### src/rtl/data_mem_mmio.sv
// Data-memory subsystem for the accumulator CPU core.
// 0x00-0xEF is a 240-byte RAM; 0xF0-0xFF holds memory-mapped peripherals:
// LED register, synchronised switches, prescaled timer with wrap flag and
// a TX byte FIFO that drains over a ready/valid stream.
module data_mem_mmio #(
    parameter int PRESCALE   = 1000,
    parameter int FIFO_DEPTH = 4
) (
    input  logic       _iClk,
    input  logic       _iReset,
    input  logic [7:0] _iAddr,
    input  logic [7:0] _iWData,
    input  logic       _iWrite,
    output logic [7:0] _oRData,
    input  logic [7:0] _iSwitches,
    output logic [7:0] _oLeds,
    output logic [7:0] _oTxData,
    output logic       _oTxValid,
    input  logic       _iTxReady
);

    // Prescaler needs at least one bit even when PRESCALE is 1.
    localparam int PS_W  = (PRESCALE > 1) ? $clog2(PRESCALE) : 1;
    localparam int PTR_W = $clog2(FIFO_DEPTH);

    localparam logic [PS_W-1:0] PS_LAST  = PS_W'(PRESCALE - 1);
    localparam logic [3:0]      CNT_FULL = 4'(FIFO_DEPTH);

    localparam logic [7:0] ADDR_LED    = 8'hF0;
    localparam logic [7:0] ADDR_SW     = 8'hF1;
    localparam logic [7:0] ADDR_TIMER  = 8'hF2;
    localparam logic [7:0] ADDR_TFLAG  = 8'hF3;
    localparam logic [7:0] ADDR_TXDATA = 8'hF4;
    localparam logic [7:0] ADDR_STATUS = 8'hF5;
    localparam logic [7:0] ADDR_MMIO   = 8'hF0;

    // ------------------------------------------------------------------
    // Storage and state
    // ------------------------------------------------------------------
    logic [7:0]       ram_q [0:239];
    logic [7:0]       fifo_mem_q [FIFO_DEPTH];

    logic [7:0]       leds_q, leds_d;
    logic [7:0]       sw_meta_q, sw_sync_q;
    logic [PS_W-1:0]  ps_q, ps_d;
    logic [7:0]       timer_q, timer_d;
    logic             flag_q, flag_d;
    logic [PTR_W-1:0] wptr_q, wptr_d;
    logic [PTR_W-1:0] rptr_q, rptr_d;
    logic [3:0]       cnt_q, cnt_d;
    logic             ovf_q, ovf_d;

    // ------------------------------------------------------------------
    // Address decode (writes only act for one cycle, on _iWrite)
    // ------------------------------------------------------------------
    logic is_ram;
    logic wr_ram, wr_led, wr_timer, wr_tflag, wr_txdata, wr_status;

    assign is_ram    = (_iAddr < ADDR_MMIO);
    assign wr_ram    = _iWrite && is_ram;
    assign wr_led    = _iWrite && (_iAddr == ADDR_LED);
    assign wr_timer  = _iWrite && (_iAddr == ADDR_TIMER);
    assign wr_tflag  = _iWrite && (_iAddr == ADDR_TFLAG);
    assign wr_txdata = _iWrite && (_iAddr == ADDR_TXDATA);
    assign wr_status = _iWrite && (_iAddr == ADDR_STATUS);

    // ------------------------------------------------------------------
    // TX stream handshake: _oTxValid is high whenever the FIFO holds a
    // byte and _oTxData is that head byte; a transfer happens on every
    // rising edge where _oTxValid and _iTxReady are both high. Valid
    // never depends on ready, and the head byte is stable until popped.
    // ------------------------------------------------------------------
    logic fifo_empty, fifo_full;
    logic pop, push, ovf_set;

    assign fifo_empty = (cnt_q == 4'd0);
    assign fifo_full  = (cnt_q == CNT_FULL);
    assign _oTxValid  = !fifo_empty;
    assign _oTxData   = fifo_empty ? 8'h00 : fifo_mem_q[rptr_q];
    assign pop        = _oTxValid && _iTxReady;
    // A pop on the same edge frees the slot a full FIFO would otherwise lack.
    assign push       = wr_txdata && (!fifo_full || pop);
    assign ovf_set    = wr_txdata && fifo_full && !pop;

    assign _oLeds = leds_q;

    // RAM write port; contents survive reset.
    always_ff @(posedge _iClk) begin
        if (wr_ram) begin
            ram_q[_iAddr] <= _iWData;
        end
    end

    // FIFO data storage; only the pointers and count are reset.
    always_ff @(posedge _iClk) begin
        if (push) begin
            fifo_mem_q[wptr_q] <= _iWData;
        end
    end

    // Next-state for LEDs, timer/prescaler/flag and FIFO bookkeeping.
    always_comb begin
        leds_d  = leds_q;
        ps_d    = ps_q;
        timer_d = timer_q;
        flag_d  = flag_q;
        wptr_d  = wptr_q;
        rptr_d  = rptr_q;
        cnt_d   = cnt_q;
        ovf_d   = ovf_q;

        if (wr_led) begin
            leds_d = _iWData;
        end

        // Software clear first so a same-edge wrap can override it.
        if (wr_tflag && _iWData[0]) begin
            flag_d = 1'b0;
        end

        // A TIMER write suppresses any increment due on this edge.
        if (wr_timer) begin
            timer_d = _iWData;
            ps_d    = '0;
        end else if (ps_q == PS_LAST) begin
            ps_d    = '0;
            timer_d = timer_q + 8'd1;
            if (timer_q == 8'hFF) begin
                flag_d = 1'b1;
            end
        end else begin
            ps_d = ps_q + 1'b1;
        end

        if (push) begin
            wptr_d = wptr_q + 1'b1;
        end
        if (pop) begin
            rptr_d = rptr_q + 1'b1;
        end
        case ({push, pop})
            2'b10:   cnt_d = cnt_q + 4'd1;
            2'b01:   cnt_d = cnt_q - 4'd1;
            default: cnt_d = cnt_q;
        endcase

        if (wr_status && _iWData[2]) begin
            ovf_d = 1'b0;
        end
        if (ovf_set) begin
            ovf_d = 1'b1;
        end
    end

    // Control registers with synchronous reset.
    always_ff @(posedge _iClk) begin
        if (_iReset) begin
            leds_q    <= 8'h00;
            sw_meta_q <= 8'h00;
            sw_sync_q <= 8'h00;
            ps_q      <= '0;
            timer_q   <= 8'h00;
            flag_q    <= 1'b0;
            wptr_q    <= '0;
            rptr_q    <= '0;
            cnt_q     <= 4'd0;
            ovf_q     <= 1'b0;
        end else begin
            leds_q    <= leds_d;
            sw_meta_q <= _iSwitches;
            sw_sync_q <= sw_meta_q;
            ps_q      <= ps_d;
            timer_q   <= timer_d;
            flag_q    <= flag_d;
            wptr_q    <= wptr_d;
            rptr_q    <= rptr_d;
            cnt_q     <= cnt_d;
            ovf_q     <= ovf_d;
        end
    end

    // Combinational read mux; reads never change state.
    always_comb begin
        _oRData = 8'h00;
        if (is_ram) begin
            _oRData = ram_q[_iAddr];
        end else begin
            case (_iAddr)
                ADDR_LED:    _oRData = leds_q;
                ADDR_SW:     _oRData = sw_sync_q;
                ADDR_TIMER:  _oRData = timer_q;
                ADDR_TFLAG:  _oRData = {7'b0, flag_q};
                ADDR_TXDATA: _oRData = 8'h00;
                ADDR_STATUS: _oRData = {cnt_q, 1'b0, ovf_q, fifo_full, fifo_empty};
                default:     _oRData = 8'h00;
            endcase
        end
    end

endmodule

### config.mk
export PLATFORM = sky130hd
export DESIGN_NAME = data_mem_mmio
export DESIGN_NICKNAME = d
export VERILOG_FILES = /design/src/rtl/data_mem_mmio.sv
export SDC_FILE = /design/constraint.sdc
export NUM_CORES = 2
export LEC_CHECK = 0
export BUFFER_PORTS_ARGS = -buffer_cell sky130_fd_sc_hd__buf_2
export CAP_MARGIN = 10
export CORE_ASPECT_RATIO = 0.75
export CORE_MARGIN = 4
export CORE_UTILIZATION = 45
export DETAILED_ROUTE_END_ITERATION = 7
export GPL_TIMING_DRIVEN = 0
export PLACE_DENSITY = 0.66
export SLEW_MARGIN = 0
export SYNTH_ARGS = -nofsm -noshare
export SYNTH_HDL_FRONTEND = slang
export SYNTH_SLANG_ARGS = --single-unit
### constraint.sdc
create_clock -name _iClk -period 3.09 [get_ports _iClk]
set_input_delay 0.618 -clock _iClk [delete_from_list [all_inputs] [get_ports _iClk]]
set_output_delay 0.618 -clock _iClk [all_outputs]
set_load 0.005 [all_outputs]
==> out/qor.yml <==
synth_xor_area_frac: 0.00223
port_buffers: 46
setup_ws_ns: -1.40
cpLargestDelayFamily: "compound AO/OA/AOI/OAI gates"
setup_violations: 661
skew_ns: 0.0115
dp.final_hpwl_mm: 178
critical_path.cell_chain: "buf_2 -> buf_6 -> nor2b_1 -> clkbuf_4 -> clkbuf_4 -> a22o_1 -> o21ai_4 -> o211ai_1 -> a31oi_4 -> o221ai_4 -> buf_2"
cp_slowest_cell: "o211ai_1"
wl_met2_mm: 113
worstMarginPinSlew_ns: 1.20
met1_length_mm: 102
grt_max_degree: 155
die_area_sq_mm: 0.181
vias: 45781
viasPerCell: 6.80
numCtsBuffers: 181
post-place-ws_ns: -4.15
fp.dieH_um: 370
drc: 0
clk_pin_slew_ns: 0.06
cp-end-kind: "output pin"
cts_max_path_buffers: 3
synth_top_area_share: 0.747
grt_pass1_vias: 42336
ir_drop_mv: 0.465
wl_met3_mm: 49.2
cp_num_buf_inv: 5
core-area_sq_mm: 0.173
violations: "negative setup slack"
cp.required_ns: 2.47
globalRouteOverflowTotal: 0
ys.flop_type: "edfxtp_1"
worstSetupPathType: "primary input to output pin"
slowest_delay_ns: 0.92
grt_usage: 0.303
min_period_ns: 4.49
drive_gt1_frac: 0.343
stdcell_area_sq_mm: 0.0935
async_reset_ff_frac: 0
ys_seq_area_frac: 0.761
ys_types: 70
synth_top_family_by_area: "multiplexers"
wl_per_cell_um: 41.3
hold_start: "_iReset"
rsz0062_at_grt: "true"
synth.avg_cell_area_sq_um: 20.3
synthCells: 3872
synth_compound_area_frac: 0.0330
p_leak_nw: 29.5
ys_seq_elements: 2006
place_area_sq_mm: 0.0821
cts_tree: "done"
boundaryPins: 53
fin_crit_sh: 1.45
area_delta_synth_final_pct: 19.2
power.density_mw_per_mm2: 607
ant_nets: 0
synthMuxAreaShare: 0.152
syn_nets: 3907
fmax_mhz: 223
hold_violations: 0
total_power_w: 0.0567
drt_iter0_drc: 9011
start_util: 0.454
cp-start-kind: "primary input"
maxSlewHeadroom: 0.197
cts.sinks: 2006
fin_nets: 4337
synth-warning-count: 0
clockRootBuffer: "clkbuf_16"
grt_pass1_wl_mm: 371
fillCellCount: 12958
synth_area_sq_mm: 0.0785
yosys.area.top_type: "edfxtp_1"
maxCapViolCount: 0
hp-class: "primary input to flip-flop"
die_x_um: 490
synthAdderAreaFrac: 0.00112
highest_layer: "met5"
final-max-slew-violation-count: 0
startpoint: "_iAddr[2]"
routed_wirelength_mm: 279
yosys.area_share.simple: 0.0329
cts_max_level: 4
crit_fanout: 10
gp_congestion: 1.04
worstSkewPairLatency_ns: 0.83
row_count: 132
netlist_top_cells_area: "edfxtp_1 75%, mux4_2 13%, mux2i_1 2.3%"
postLayoutCoreUtil: 0.541
worstReg2RegStart: "cnt_q[0]$_SDFFE_PP0P_"
status: "complete, but fails checks"
synth_edf_count: 1952
antenna_found_initial: 11
worstPathArrival_ns: 3.88
drt_first_pass_iters: 7
-- synth_stat cells (15+ instances only) --
cell and instances:
a21oi_1 80, a221oi_1 34, a22o_1 15, a22oi_1 99, and3_1 17, buf_2 57
buf_4 26, buf_6 37, clkbuf_1 103, dfxtp_1 54, edfxtp_1 1952, mux2_2 23
mux2i_1 180, mux4_2 438, nand2_1 100, nand3_1 43, nor2_1 316, nor2b_1 36
nor3_1 19, o21ai_0 39
-- cell families (layout without fill, tap and decap cells) --
logic type	Yosys count	count (layout)
DFF	2006	2006
muxes	641	641
and+or+nand+nor	585	585
AOI/OAI and AO/OA	367	367
buffers and inverters	246	826
xor gates and xnor gates	20	20
adders and majority gates	7	7
other	0	6
-- layout make-up --
| class | count | area (sq um) | share of cell area |
|---|---|---|---|
| inverters | 9 | 45.0 | 0.000482 |
| flip-flops and latches | 2006 | 59700 | 0.638 |
| plain buffers | 231 | 3210 | 0.0343 |
| clock inverters | 109 | 995 | 0.0106 |
| clock buffers | 224 | 4730 | 0.0506 |
| well taps | 2278 | 2850 | 0.0305 |
| diodes | 6 | 15.0 | 0.000161 |
| repair buffers | 253 | 2530 | 0.0271 |
| multi-input cells | 1620 | 19400 | 0.208 |
-- power breakdown --
part           internal [W]  switching, W  leakage (nW)
Sequential           0.0299     0.0000232          18.0
Combinational       0.00154       0.00297          8.75
Clock                0.0120        0.0104          2.78
Total                0.0434        0.0134          29.5
-- registers in the layout, indices dropped and copies added, names as in the netlist, named ones only --
name / count
ps_q: 10
_oLeds: 8
wptr_q: 2
sw_sync_q: 8
sw_meta_q: 8
ram_q: 1920
rptr_q: 2
fifo_mem_q: 32
cnt_q: 4
ovf_q: 1
timer_q: 8
flag_q: 1
-- metal layers --
layer | vias up | GRT usage
met5 | - | 0.0106
met4 | 10 | 0.135
met3 | 651 | 0.135
met2 | 4182 | 0.405
met1 | 24010 | 0.425
li1 | 16928 | -
-- timing repair --
| action | in CTS | in global routing |
|---|---|---|
| resized for setup | 834 | 172 |
| pin swaps | 52 | 24 |
| endpoints found under the hold margin | 8 | 0 |
| hold buffers | 8 | 0 |
| setup buffers | 120 | 58 |
| gates cloned | 2 | 1 |
| setup endpoints to repair | 1898 | 1031 |
-- placed cells by master (no fill, tap or decap), drive strengths merged, types with 34 or more instances in the layout --
cell type  instances
a21oi             80
a221oi            34
a22oi             99
buf              380
clkbuf           317
clkinv            88
dfxtp             54
edfxtp          1952
mux2i            180
mux4             438
nand2            100
nand3             43
nor2             316
nor2b             36
o21ai             39
-- worst paths after layout --
kind / slack (ns) / depth (start not counted) / end
setup / recovery: -1.40 / 11 / _oRData[5]
hold / removal: 0.18 / 2 / sw_sync_q[1]$_SDFF_PP0_
setup reg to reg: 0.67 / 10 / cnt_q[2]$_SDFFE_PP0P_
hold reg to reg: 0.44 / 1 / sw_sync_q[1]$_SDFF_PP0_
-- stage by stage --
| stage | std cells | TNS [ns] | hold WS, ns |
|---|---|---|---|
| final | 6736 | -43.67 | 0.176 |
| after CTS | 6673 | -9.07 | 0.126 |
| after detailed placement | 6214 | -3795.50 | 0.430 |
| after global routing | 6732 | -10.03 | 0.200 |
| after global placement | 6196 | -7548.35 | 0.426 |
| after floorplan | 3872 | -0.373 | 0.414 |
Note: power is estimated with default switching activity, not from simulation.
